===== src/rtl/dc_motor_pwm_mc.sv =====
// dc_motor_pwm_mc - multi-channel DC motor PWM slave on Avalon-MM.
// Each channel has double-buffered PERIOD/DUTY registers and a STOP/RUN/DEAD
// sequencer that inserts a dead-time coast on a running direction reversal.
// pwm/in1/in2 are registered and show the state of the previous cycle.
// Optional build macro: DC_MOTOR_PWM_IRQ_EN adds per-channel period_done
// sticky flags, CONTROL.irq_en and the irq output. Without it irq is tied low.
module dc_motor_pwm_mc #(
    parameter int  CHANNELS  = 2,
    parameter int  CNT_W     = 16,
    parameter int  DEAD_CLKS = 64,
    localparam int AW        = $clog2(CHANNELS) + 2
) (
    input  logic                clk,
    input  logic                reset_n,
    input  logic                s_cs,
    input  logic [AW-1:0]       s_address,
    input  logic                s_write,
    input  logic [31:0]         s_writedata,
    input  logic                s_read,
    output logic [31:0]         s_readdata,
    output logic [CHANNELS-1:0] pwm,
    output logic [CHANNELS-1:0] in1,
    output logic [CHANNELS-1:0] in2,
    output logic                irq
);

    localparam int               DW        = (DEAD_CLKS > 1) ? $clog2(DEAD_CLKS) : 1;
    localparam logic [CNT_W-1:0] CNT_ZERO  = {CNT_W{1'b0}};
    localparam logic [CNT_W-1:0] CNT_ONE   = {{(CNT_W-1){1'b0}}, 1'b1};
    localparam logic [DW-1:0]    DEAD_ZERO = {DW{1'b0}};
    localparam logic [DW-1:0]    DEAD_ONE  = {{(DW-1){1'b0}}, 1'b1};
    localparam logic [DW-1:0]    DEAD_LAST = DW'(DEAD_CLKS - 32'sd1);

    typedef enum logic [1:0] {
        ST_STOP = 2'd0,
        ST_RUN  = 2'd1,
        ST_DEAD = 2'd2
    } state_t;

    logic [31:0]               addr_ch_s;
    logic [1:0]                reg_sel_s;
    logic [CHANNELS-1:0][31:0] ch_rd_s;
    logic [CHANNELS-1:0]       pd_vec_s;
    logic [CHANNELS-1:0]       ien_vec_s;
    logic [31:0]               rd_sel_s;
    logic [31:0]               readdata_r;
    logic                      unused_wd_s;

    // channel index is everything above the two register-select bits
    assign addr_ch_s   = 32'(s_address) >> 2'd2;
    assign reg_sel_s   = s_address[1:0];
    // upper write-data bits are architecturally ignored
    assign unused_wd_s = ^s_writedata;

    for (genvar c = 0; c < CHANNELS; c++) begin : g_ch
        logic [CNT_W-1:0] per_stg_r, dut_stg_r, per_sh_r, dut_sh_r;
        logic [CNT_W-1:0] tick_r, tick_nx_s;
        logic [DW-1:0]    dead_r, dead_nx_s;
        state_t           state_r, state_nx_s;
        logic [1:0]       state_bits_s;
        logic             go_r, fwd_r, fd_r;
        logic             go_nx_s, fwd_nx_s;
        logic             sel_s, wr_per_s, wr_dut_s, wr_ctl_s;
        logic             period_end_s, raw_pwm_s;
        logic             pwm_r, in1_r, in2_r;
        logic             ien_s, pd_s;
        logic [31:0]      rd_val_s;

        assign sel_s    = s_cs && (addr_ch_s == 32'(c));
        assign wr_per_s = sel_s && s_write && (reg_sel_s == 2'd0);
        assign wr_dut_s = sel_s && s_write && (reg_sel_s == 2'd1);
        assign wr_ctl_s = sel_s && s_write && (reg_sel_s == 2'd2);

        // control values as they will be after this edge; the sequencer reacts to the write itself
        assign go_nx_s  = wr_ctl_s ? s_writedata[0] : go_r;
        assign fwd_nx_s = wr_ctl_s ? s_writedata[1] : fwd_r;

        assign period_end_s = (state_r == ST_RUN) && (per_sh_r != CNT_ZERO) && (tick_r >= per_sh_r);
        assign raw_pwm_s    = (state_r == ST_RUN) && (per_sh_r != CNT_ZERO) && (tick_r <= dut_sh_r);
        assign state_bits_s = state_r;

        // staging and control registers written from the bus
        always_ff @(posedge clk or negedge reset_n) begin
            if (!reset_n) begin
                per_stg_r <= CNT_ZERO;
                dut_stg_r <= CNT_ZERO;
                go_r      <= 1'b0;
                fwd_r     <= 1'b0;
                fd_r      <= 1'b1;
            end else begin
                if (wr_per_s) per_stg_r <= s_writedata[CNT_W-1:0];
                if (wr_dut_s) dut_stg_r <= s_writedata[CNT_W-1:0];
                if (wr_ctl_s) begin
                    go_r  <= s_writedata[0];
                    fwd_r <= s_writedata[1];
                    fd_r  <= s_writedata[2];
                end
            end
        end

        // shadow copy only at a period boundary, or continuously when not running
        always_ff @(posedge clk or negedge reset_n) begin
            if (!reset_n) begin
                per_sh_r <= CNT_ZERO;
                dut_sh_r <= CNT_ZERO;
            end else if ((state_r != ST_RUN) || period_end_s) begin
                per_sh_r <= per_stg_r;
                dut_sh_r <= dut_stg_r;
            end else begin
                per_sh_r <= per_sh_r;
                dut_sh_r <= dut_sh_r;
            end
        end

        // sequencer next-state, tick and dead-time counter
        always_comb begin
            state_nx_s = state_r;
            dead_nx_s  = dead_r;
            tick_nx_s  = CNT_ONE;
            case (state_r)
                ST_STOP: begin
                    if (go_nx_s) state_nx_s = ST_RUN;
                    else         state_nx_s = ST_STOP;
                end
                ST_RUN: begin
                    if (!go_nx_s) begin
                        state_nx_s = ST_STOP;
                    end else if (fwd_nx_s != fwd_r) begin
                        state_nx_s = ST_DEAD;
                        dead_nx_s  = DEAD_ZERO;
                    end else if (period_end_s || (per_sh_r == CNT_ZERO)) begin
                        tick_nx_s  = CNT_ONE;
                    end else begin
                        tick_nx_s  = tick_r + CNT_ONE;
                    end
                end
                ST_DEAD: begin
                    if (!go_nx_s) begin
                        state_nx_s = ST_STOP;
                    end else if (fwd_nx_s != fwd_r) begin
                        dead_nx_s  = DEAD_ZERO;
                    end else if (dead_r == DEAD_LAST) begin
                        state_nx_s = ST_RUN;
                    end else begin
                        dead_nx_s  = dead_r + DEAD_ONE;
                    end
                end
                default: state_nx_s = ST_STOP;
            endcase
        end

        // sequencer state register
        always_ff @(posedge clk or negedge reset_n) begin
            if (!reset_n) begin
                state_r <= ST_STOP;
                tick_r  <= CNT_ONE;
                dead_r  <= DEAD_ZERO;
            end else begin
                state_r <= state_nx_s;
                tick_r  <= tick_nx_s;
                dead_r  <= dead_nx_s;
            end
        end

        // registered bridge outputs; brake out of reset
        always_ff @(posedge clk or negedge reset_n) begin
            if (!reset_n) begin
                pwm_r <= 1'b0;
                in1_r <= 1'b1;
                in2_r <= 1'b1;
            end else begin
                pwm_r <= raw_pwm_s;
                case (state_r)
                    ST_STOP: begin
                        in1_r <= fd_r;
                        in2_r <= fd_r;
                    end
                    ST_RUN: begin
                        in1_r <= !fwd_r;
                        in2_r <= fwd_r;
                    end
                    default: begin
                        in1_r <= 1'b0;
                        in2_r <= 1'b0;
                    end
                endcase
            end
        end

`ifdef DC_MOTOR_PWM_IRQ_EN
        logic wr_sts_s, ien_r, pd_r;
        assign wr_sts_s = sel_s && s_write && (reg_sel_s == 2'd3);

        // interrupt enable and sticky period_done; a set beats a same-cycle clear
        always_ff @(posedge clk or negedge reset_n) begin
            if (!reset_n) begin
                ien_r <= 1'b0;
                pd_r  <= 1'b0;
            end else begin
                if (wr_ctl_s) ien_r <= s_writedata[3];
                pd_r <= period_end_s | (pd_r & ~(wr_sts_s & s_writedata[2]));
            end
        end
        assign ien_s = ien_r;
        assign pd_s  = pd_r;
`else
        assign ien_s = 1'b0;
        assign pd_s  = 1'b0;
`endif

        // per-channel register readback
        always_comb begin
            rd_val_s = 32'd0;
            case (reg_sel_s)
                2'd0:    rd_val_s = 32'(per_stg_r);
                2'd1:    rd_val_s = 32'(dut_stg_r);
                2'd2:    rd_val_s = {28'd0, ien_s, fd_r, fwd_r, go_r};
                2'd3:    rd_val_s = {29'd0, pd_s, state_bits_s};
                default: rd_val_s = 32'd0;
            endcase
        end

        assign ch_rd_s[c]   = rd_val_s;
        assign pd_vec_s[c]  = pd_s;
        assign ien_vec_s[c] = ien_s;
        assign pwm[c]       = pwm_r;
        assign in1[c]       = in1_r;
        assign in2[c]       = in2_r;
    end

    // select the addressed channel; unimplemented channels read zero
    always_comb begin
        rd_sel_s = 32'd0;
        for (int i = 0; i < CHANNELS; i++) begin
            if (addr_ch_s == 32'(i)) rd_sel_s = ch_rd_s[i];
            else                     rd_sel_s = rd_sel_s;
        end
    end

    // read data register, updated only on a qualified read
    always_ff @(posedge clk or negedge reset_n) begin
        if (!reset_n)            readdata_r <= 32'd0;
        else if (s_cs && s_read) readdata_r <= rd_sel_s;
        else                     readdata_r <= readdata_r;
    end
    assign s_readdata = readdata_r;

`ifdef DC_MOTOR_PWM_IRQ_EN
    logic irq_r;
    // registered OR of enabled period_done flags
    always_ff @(posedge clk or negedge reset_n) begin
        if (!reset_n) irq_r <= 1'b0;
        else          irq_r <= |(pd_vec_s & ien_vec_s);
    end
    assign irq = irq_r;
`else
    assign irq = 1'b0;
`endif

endmodule


===== config.mk =====
export PLATFORM = sky130hd
export DESIGN_NAME = dc_motor_pwm_mc
export DESIGN_NICKNAME = d
export VERILOG_FILES = /design/src/rtl/dc_motor_pwm_mc.sv
export SDC_FILE = /design/constraint.sdc
export NUM_CORES = 1
export LEC_CHECK = 0
export CORE_ASPECT_RATIO = 1.4
export CORE_MARGIN = 2
export CORE_UTILIZATION = 40
export CTS_CLUSTER_DIAMETER = 30
export DETAILED_ROUTE_END_ITERATION = 8
export PLACE_DENSITY = 0.63
export SETUP_SLACK_MARGIN = 0.2
export SLEW_MARGIN = 40
export SYNTH_ARGS = -nofsm -noshare
export SYNTH_HDL_FRONTEND = slang
export SYNTH_SLANG_ARGS = --single-unit

===== constraint.sdc =====
create_clock -name clk -period 5.6 [get_ports clk]
set_input_delay 1.12 -clock clk [delete_from_list [all_inputs] [get_ports clk]]
set_output_delay 1.12 -clock clk [all_outputs]
set_load 0.02 [all_outputs]

==> flow_metrics.env, run 1 <==
export IMPL_pwr_share_seq=0.407
export IMPL_io_buffers=45
export IMPL_postLayoutSetupSlackWorst_ns=2.02
export IMPL_clkPwrFrac=0.377
export IMPL_peakVddDrop_mv=0.245
export IMPL_cp_required_ns=6.08
export IMPL_min_period_ns=3.58
export IMPL_synthDistinctLibCells=62
export IMPL_hold_viol=0
export IMPL_track_usage=0.163
export IMPL_grt_ovfl_total=0
export IMPL_die_h_um=196
export IMPL_layout_drive_gt1_share=0.253
export IMPL_initialDrtViolationCount=288
export IMPL_combPwrFrac=0.217
export IMPL_end_kind="register"
export IMPL_pwr_density_cell_nw_per_um2=424
export IMPL_critPathKind="in -> reg"
export IMPL_ys_seq_area_frac=0.486
export IMPL_fp_dieW_um=141
export IMPL_worst_path_buf_inv=1
export IMPL_wl_per_cell_um=17.0
export IMPL_start_util=0.405
export IMPL_finalSetupViolCount=0
export IMPL_cp_start_kind="input port"
export IMPL_post_cts_buffers=0
export IMPL_hp_class="in -> async"
export IMPL_core_area_um2=26000
export IMPL_p_switching_w=0.00158
export IMPL_min_period_over_period=0.639
export IMPL_cts_sinks=204
export IMPL_critPathMaxStageDelay_ns=0.95
export IMPL_internal_power_w=0.00363
export IMPL_ys_warnings_count=0
export IMPL_clk_pin_slew_ns=0.05
export IMPL_setup_tns_ns=0
export IMPL_vias=6681
export IMPL_async_flop_share=1.00
export IMPL_antenna_left=0
export IMPL_cp_slowest_cell="clkdlybuf4s50_1"
export IMPL_cts_tree="built"
export IMPL_numCtsBuffers=31
export IMPL_crit_chain="clkdlybuf4s50_1 > nand4b_4 > or2_1 > mux2i_2 > nor3_1 > nand2_1 > or2_2"
export IMPL_grt_pass1_vias=7001
export IMPL_slew_headroom=0.457
export IMPL_cts_htree_levels=1
export IMPL_crit_fanout=16
export IMPL_multi_input_area_um2=4890
export IMPL_syn_inst=892
export IMPL_regArea_um2=5110
export IMPL_antenna_found_initial=0
export IMPL_netlist_area_um2=10500
export IMPL_nFillCells=2336
export IMPL_grt_pass1_wl_um=36500
export IMPL_avgSynthCellArea_um2=11.8
export IMPL_post_dp_hpwl_um=15500
export IMPL_place_ws_ns=1.48
export IMPL_nets=1049
export IMPL_rows=70
export IMPL_clock_skew_ns=0.0131
export IMPL_drt_vias_per_instance=5.18
export IMPL_worstMarginPinSlew_ns=0.813
export IMPL_crit_family="simple AND/OR/NAND/NOR gates"
export IMPL_cts_resized=0
export IMPL_io_pin_count=79
export IMPL_grt_max_degree=106
export IMPL_drcViolationCount=0
export IMPL_dr_pass1_iters=4
export IMPL_switching_share=0.304
export IMPL_drv_slew=0
export IMPL_clk_insertion_delay_late_ns=0.56
export IMPL_syn_to_final_growth_pct=16.9
export IMPL_ys_flop_type="dfrtp_1"
export IMPL_hold_buffers=0
export IMPL_rsz0062_at_grt="false"
export IMPL_leakage_nw=5.59
export IMPL_outcome="finished clean"
export IMPL_layout_commonest_cell="dfrtp_1"
export IMPL_ys_seq_elements=204
export IMPL_wirelength_um=21900
export IMPL_place_congestion=0.800
export IMPL_fmax_ghz=0.280
export IMPL_final_cell_mix="196 x dfrtp_1, 133 x mux2_2, 71 x inv_1"
export IMPL_maxCapViolCount=0
export IMPL_synth_edf_count=0
export IMPL_n_antenna_cell=0
export IMPL_cts_root_buf="clkbuf_16"
export IMPL_max_clock_path_buffers=3
export IMPL_cp_arrival_ns=4.06
export IMPL_dieArea_um2=27600
==> sequential cells by signal, summed over array words and instances (netlist names) <==
name,count
g_ch.dut_sh_r,32
g_ch.dut_stg_r,32
g_ch.per_sh_r,32
g_ch.per_stg_r,32
g_ch.tick_r,32
s_readdata,16
g_ch.dead_r,12
g_ch.state_bits_s,4
g_ch.fd_r,2
g_ch.fwd_r,2
g_ch.go_r,2
g_ch.in1_r,2
g_ch.in2_r,2
g_ch.pwm_r,2
==> metrics by stage <==
| step | hold WS [ns] | util | cells | power (W) | area, um2 |
|---|---|---|---|---|---|
| 2_1_floorplan | 0.451 | - | 908 | 0.00292 | 10600 |
| 4_1_cts | 0.483 | 0.472 | 1289 | 0.00528 | 12300 |
| 6_report | 0.402 | 0.473 | 1290 | 0.00522 | 12300 |
| 3_3_place_gp | 0.466 | 0.430 | 1231 | 0.00324 | 11200 |
| 3_5_place_dp | 0.472 | 0.431 | 1231 | 0.00328 | 11200 |
| 5_1_grt | 0.404 | 0.473 | 1290 | 0.00552 | 12300 |
==> metal layers <==
metal  GRT usage  routed length [um]  vias to the layer above
li1            -                   -                     3241
met1       0.203                9390                     3324
met2       0.292               11300                       79
met3      0.0203                 567                       37
met4      0.0559                 588                        0
met5           0                   0                        -
==> layout make-up <==
class                           count  area share
Inverter                           74      0.0230
Clock buffer                       37      0.0689
Clock inverter                     21      0.0184
Tap cell                          324      0.0329
Multi-Input combinational cell    578       0.397
Sequential cell                   204       0.416
Timing Repair Buffer               52      0.0435
==> worst paths after layout <==
check | startpoint | to | slack [ns] | depth (start not counted)
max in group asynchronous | reset_n | g_ch[0].per_stg_r[4] | 4.37 | 2
min | reset_n | g_ch[1].dead_r[2] | 0.40 | 1
max | s_address[1] | g_ch[1].tick_r[0] | 2.02 | 7
min reg2reg | s_readdata[2] | s_readdata[2] | 0.47 | 2
max reg2reg | g_ch[0].tick_r[2] | g_ch[0].per_sh_r[13] | 2.81 | 8
min in group clk | s_readdata[2] | s_readdata[2] | 0.47 | 2
==> cells in the mapped netlist (3+ instances only) <==
library cell	number	area [um2]
xnor2_1	12	105
dfstp_2	8	210
a21o_1	4	30.0
o31ai_1	3	22.5
nor2b_1	8	50.1
inv_1	71	267
mux4_2	15	338
ha_1	68	851
a22o_1	14	123
nor4_1	10	62.6
nand2b_1	6	37.5
nand3_1	26	130
mux2i_1	9	90.1
buf_2	13	65.1
buf_4	26	195
a31oi_1	3	18.8
and2_1	4	25.0
mux2_2	133	1500
nor3_1	13	65.1
and3_1	7	43.8
nand2_1	40	150
a211oi_1	6	45.0
o21a_1	4	30.0
o21ai_0	20	100
a21oi_1	30	150
dfrtp_1	196	4900
or2_1	4	25.0
clkbuf_1	10	37.5
nor2_1	54	203
xor2_1	18	158
nand4_1	16	100
==> kinds of logic after synthesis <==
| family | Yosys count | synth area share |
|---|---|---|
| AND/OR/NAND/NOR | 205 | 0.102 |
| AO/OA/AOI/OAI | 100 | 0.0641 |
| buffers and inverters | 126 | 0.0577 |
| adder cells (fa/ha/maj) | 68 | 0.0809 |
| flip-flops | 204 | 0.486 |
| XOR/XNOR | 30 | 0.0250 |
| other | 1 | 0.000356 |
| multiplexers | 158 | 0.184 |
==> power groups by stage <==
stage | Combinational (W) | Clock, W | Sequential [W]
after floorplan | 0.000867 | 0 | 0.00205
after global placement | 0.00112 | 0 | 0.00213
after detailed placement | 0.00114 | 0 | 0.00214
after CTS | 0.00115 | 0.00201 | 0.00212
after global routing | 0.00127 | 0.00207 | 0.00217
final | 0.00113 | 0.00197 | 0.00212
No activity file was read; power rests on OpenSTA's default activity.
==> run 2: changes to the inputs <==
==> constraint.sdc (replaced) <==
create_clock -name clk -period 3.7 [get_ports clk]
set_input_delay 0.74 -clock clk [delete_from_list [all_inputs] [get_ports clk]]
set_output_delay 0.74 -clock clk [all_outputs]
set_load 0.02 [all_outputs]
==> flow_metrics.env, run 2 (synthesized netlist as in run 1, its figures left out) <==
export IMPL_crit_chain="ha_1 > a211o_1 > a31oi_1 > nor4_1 > o2111ai_1 > a41o_1 > buf_4 > mux2_2"
export IMPL_worstMarginPinSlew_ns=0.691
export IMPL_cts_root_buf="clkbuf_16"
export IMPL_use_met3=0.0232
export IMPL_critPathKind="reg -> reg"
export IMPL_dp_cells=1239
export IMPL_clk_pin_slew_ns=0.05
export IMPL_min_period_ns=2.82
export IMPL_crit_fanout=32
export IMPL_use_met2=0.300
export IMPL_hp_class="in -> async"
export IMPL_cp_arrival_ns=3.20
export IMPL_regToRegSetupSlack_ns=0.88
export IMPL_hold_buffers=0
export IMPL_clk_insertion_delay_late_ns=0.51
export IMPL_maxCapViolCount=0
export IMPL_final_cell_mix="196 x dfrtp_1, 133 x mux2_2, 71 x inv_1"
export IMPL_syn_to_final_growth_pct=18.2
export IMPL_cp_start_kind="register"
export IMPL_worst_path_buf_inv=1
export IMPL_fp_dieW_um=141
export IMPL_core_area_um2=26000
export IMPL_hold_viol=0
export IMPL_rsz0062_at_grt="false"
export IMPL_vias=6818
export IMPL_antenna_left=0
export IMPL_drcViolationCount=0
export IMPL_internal_power_w=0.00565
export IMPL_layout_commonest_cell="dfrtp_1"
export IMPL_fin_total_pwr_w=0.00815
export IMPL_drt_vias_per_instance=5.24
export IMPL_setup_tns_ns=0
export IMPL_post_cts_buffers=0
export IMPL_p_switching_w=0.00250
export IMPL_fmax_ghz=0.355
export IMPL_place_congestion=0.835
export IMPL_grt_use_met1=0.205
export IMPL_dr_pass1_iters=4
export IMPL_grt_pass1_vias=7229
export IMPL_place_ws_ns=0.635
export IMPL_pwr_share_seq=0.394
export IMPL_rows=70
export IMPL_clkPwrFrac=0.394
export IMPL_cts_htree_levels=2
export IMPL_cts_resized=0
export IMPL_grt_pass1_wl_um=37500
export IMPL_pwr_density_cell_nw_per_um2=655
export IMPL_combPwrFrac=0.212
export IMPL_antenna_found_initial=0
export IMPL_io_pin_count=79
export IMPL_n_antenna_cell=0
export IMPL_stdcell_area_um2=12400
export IMPL_post_dp_hpwl_um=16100
export IMPL_max_clock_path_buffers=3
export IMPL_finalSetupViolCount=0
export IMPL_final_cells=1302
export IMPL_cts_sinks=204
export IMPL_io_buffers=45
export IMPL_drv_slew=0
export IMPL_slew_headroom=0.539
export IMPL_dieArea_um2=27600
export IMPL_top_usage_layer="met2"
export IMPL_clock_skew_ns=0.0131
export IMPL_track_usage=0.168
export IMPL_cp_slowest_cell="dfrtp_1"
export IMPL_wirelength_um=22300
export IMPL_grt_ovfl_total=0
export IMPL_die_h_um=196
export IMPL_cts_tree="built"
export IMPL_initialDrtViolationCount=290
export IMPL_outcome="finished clean"
export IMPL_layout_drive_gt1_share=0.261
export IMPL_min_period_over_period=0.762
export IMPL_critPathMaxStageDelay_ns=0.47
export IMPL_grt_max_degree=83
export IMPL_wl_per_cell_um=17.1
export IMPL_peakVddDrop_mv=0.273
export IMPL_leakage_nw=5.66
export IMPL_switching_share=0.306
export IMPL_start_util=0.405
export IMPL_crit_family="compound AO/OA/AOI/OAI gates"
export IMPL_numCtsBuffers=36
export IMPL_cp_required_ns=4.08
export IMPL_dpl_cell_area_um2=11300
export IMPL_nets=1061
export IMPL_postLayoutSetupSlackWorst_ns=0.882
export IMPL_end_kind="register"
run 2: power groups by stage:
stage / clock network [W] / logic [W] / registers, W
after floorplan: 0 / 0.00131 / 0.00310
after global placement: 0 / 0.00170 / 0.00322
after detailed placement: 0 / 0.00174 / 0.00324
after CTS: 0.00328 / 0.00176 / 0.00321
after global routing: 0.00338 / 0.00196 / 0.00329
final: 0.00321 / 0.00173 / 0.00321
run 2: final timing paths:
check | from | to | depth (start not counted)
max reg2reg | g_ch[0].tick_r[2] | g_ch[0].dut_sh_r[14] | 8
max | g_ch[0].tick_r[2] | g_ch[0].dut_sh_r[14] | 8
max in group asynchronous | reset_n | g_ch[1].per_stg_r[15] | 2
min | reset_n | g_ch[1].dead_r[2] | 1
min in group clk | s_readdata[1] | s_readdata[1] | 2
min reg2reg | s_readdata[1] | s_readdata[1] | 2
run 2: routing by layer:
metal | share of wire | vias to the layer above
met5 | 0 | -
met4 | 0.031 | 0
met3 | 0.026 | 45
met2 | 0.52 | 92
met1 | 0.42 | 3414
li1 | - | 3267
run 2: stage by stage:
step	hold WS [ns]	utilization
6_report	0.258	0.478
5_1_grt	0.305	0.478
4_1_cts	0.285	0.478
3_5_place_dp	0.475	0.433
3_3_place_gp	0.469	0.432
2_1_floorplan	0.444	-
run 2: worst register-to-register path, stage by stage, from the launching register on:
cell and delay [ns]:
dfrtp_1 0.47, ha_1 0.33, a211o_1 0.29, a31oi_1 0.17
nor4_1 0.09, o2111ai_1 0.36, a41o_1 0.22, buf_4 0.36
mux2_2 0.41
run 2: final cells by class:
type	instances	area, um2
Inverter	74	283
Clock buffer	38	930
Fill cell	2286	13600
Multi-Input combinational cell	578	4890
Clock inverter	25	250
Tap cell	324	405
Timing Repair Buffer	59	567
Sequential cell	204	5110
==> run 3: changes to the inputs <==
==> constraint.sdc (replaced) <==
create_clock -name clk -period 2.61 [get_ports clk]
set_input_delay 0.522 -clock clk [delete_from_list [all_inputs] [get_ports clk]]
set_output_delay 0.522 -clock clk [all_outputs]
set_load 0.02 [all_outputs]
==> flow_metrics.env, run 3 (synthesized netlist as in run 1, its figures left out) <==
export IMPL_io_pin_count=79
export IMPL_rows=70
export IMPL_clock_skew_ns=0.0134
export IMPL_drv_slew=0
export IMPL_track_usage=0.174
export IMPL_crit_chain="inv_2 > ha_4 > nand2b_4 > a31oi_4 > nor4_4 > o2111ai_2 > buf_4 > a41o_4 > clkbuf_16 > mux2_4"
export IMPL_multi_input_area_um2=5130
export IMPL_cp_slowest_cell="dfstp_2"
export IMPL_vias=7058
export IMPL_pwr_density_cell_nw_per_um2=944
export IMPL_start_util=0.405
export IMPL_critPathMaxStageDelay_ns=0.53
export IMPL_worstMarginPinSlew_ns=0.705
export IMPL_min_period_over_period=0.962
export IMPL_cts_root_buf="clkbuf_16"
export IMPL_maxCapViolCount=0
export IMPL_nFillCells=2202
export IMPL_clk_pin_slew_ns=0.05
export IMPL_final_cell_mix="194 x dfrtp_1, 112 x mux2_2, 66 x inv_1"
export IMPL_internal_power_w=0.00891
export IMPL_cts_tree="built"
export IMPL_cts_htree_levels=2
export IMPL_finalSetupViolCount=0
export IMPL_layout_drive_gt1_share=0.325
export IMPL_nets=1113
export IMPL_switching_share=0.297
export IMPL_hold_buffers=0
export IMPL_die_h_um=196
export IMPL_wl_per_cell_um=17.5
export IMPL_min_period_ns=2.51
export IMPL_fin_total_pwr_w=0.0127
export IMPL_drcViolationCount=0
export IMPL_antenna_left=0
export IMPL_pwr_share_seq=0.360
export IMPL_cp_required_ns=2.99
export IMPL_crit_fanout=8
export IMPL_grt_ovfl_total=0
export IMPL_peakVddDrop_mv=0.429
export IMPL_outcome="finished clean"
export IMPL_end_kind="register"
export IMPL_initialDrtViolationCount=297
export IMPL_dieArea_um2=27600
export IMPL_rsz0062_at_grt="true"
export IMPL_core_area_um2=26000
export IMPL_regArea_um2=5120
export IMPL_slew_headroom=0.530
export IMPL_cp_arrival_ns=2.90
export IMPL_grt_pass1_vias=7235
export IMPL_p_switching_w=0.00376
export IMPL_n_antenna_cell=0
export IMPL_critPathKind="reg -> reg"
export IMPL_post_dp_hpwl_um=16300
export IMPL_clk_insertion_delay_late_ns=0.51
export IMPL_holdWs_ns=0.00409
export IMPL_fp_dieW_um=141
export IMPL_hp_class="in -> async"
export IMPL_cts_sinks=204
export IMPL_leakage_nw=6.14
export IMPL_hold_viol=0
export IMPL_syn_to_final_growth_pct=27.6
export IMPL_fmax_ghz=0.398
export IMPL_place_congestion=0.793
export IMPL_cp_start_kind="register"
export IMPL_combPwrFrac=0.247
export IMPL_numCtsBuffers=36
export IMPL_antenna_found_initial=0
export IMPL_io_buffers=45
export IMPL_dr_pass1_iters=4
export IMPL_grt_pass1_wl_um=38300
export IMPL_clkPwrFrac=0.394
export IMPL_wirelength_um=23800
export IMPL_max_clock_path_buffers=3
export IMPL_layout_commonest_cell="dfrtp_1"
export IMPL_drt_vias_per_instance=5.20
export IMPL_grt_max_degree=62
-- run 3: path summary, 6_finish.rpt --
kind / from / endpoint / slack, ns / depth (start not counted)
worst max-delay path: g_ch[0].tick_r[0] / g_ch[0].dut_sh_r[0] / 0.1 / 10
worst min-delay path: reset_n / g_ch[1].dead_r[0] / 0.004 / 1
worst max register to register: g_ch[0].tick_r[0] / g_ch[0].dut_sh_r[0] / 0.1 / 10
worst min register to register: g_ch[1].dead_r[5] / g_ch[1].dead_r[5] / 0.49 / 1
max in group asynchronous: reset_n / g_ch[1].dut_sh_r[10] / 1.91 / 2
min in group clk: g_ch[1].dead_r[5] / g_ch[1].dead_r[5] / 0.49 / 1
-- run 3: power groups by stage --
stage / combinational [W] / clock [W] / sequential [W]
5_1_grt: 0.00344 / 0.00522 / 0.00467
2_1_floorplan: 0.00186 / 0 / 0.00440
4_1_cts: 0.00286 / 0.00507 / 0.00454
6_report: 0.00312 / 0.00499 / 0.00456
3_3_place_gp: 0.00252 / 0 / 0.00456
3_5_place_dp: 0.00258 / 0 / 0.00458
-- run 3: critical path, delay by kind of cell (launching register included) --
kind                     cells  cell delay [ns]
AO/OA/AOI/OAI                3             0.51
flip-flops                   1             0.53
adder cells (fa/ha/maj)      1             0.24
multiplexers                 1             0.30
AND/OR/NAND/NOR              2             0.38
buffers and inverters        3             0.42
-- run 3: final cells by class --
cell class                 count  area share
inverter                      74      0.0211
clock buffer                  39      0.0710
tap                          324      0.0302
sequential                   204       0.381
clock inverter                27      0.0254
multi-input combinational    578       0.382
timing repair buffer         111      0.0889
-- run 3: per-layer routing --
metal / up-vias / global-route usage / part of all wire / wire, um
met5: - / 0 / 0 / 0
met1: 3563 / 0.208 / 0.41 / 9680
li1: 3367 / - / - / -
met3: 36 / 0.0259 / 0.024 / 581
met4: 0 / 0.0548 / 0.021 / 507
met2: 92 / 0.320 / 0.55 / 13000
-- run 3: metrics by stage --
stage	TNS [ns]	util	std cells	area [um2]	worst slack, ns
CTS	0	0.505	1347	13100	0.0922
finish	0	0.516	1357	13400	0.0982
global placement	0	0.444	1266	11500	0.0246
global route	0	0.516	1357	13400	0.0498
floorplan	0	-	908	10600	0.275
detailed placement	-0.0594	0.444	1266	11500	-0.0305
-- run 3: timing repair --
item | in CTS | in global routing
setup buffers | 12 | 8
resized for setup | 24 | 34
gates cloned | 3 | 2
endpoints found under the hold margin | 0 | 0
pin swaps | 8 | 17
setup endpoints to repair | 62 | 42
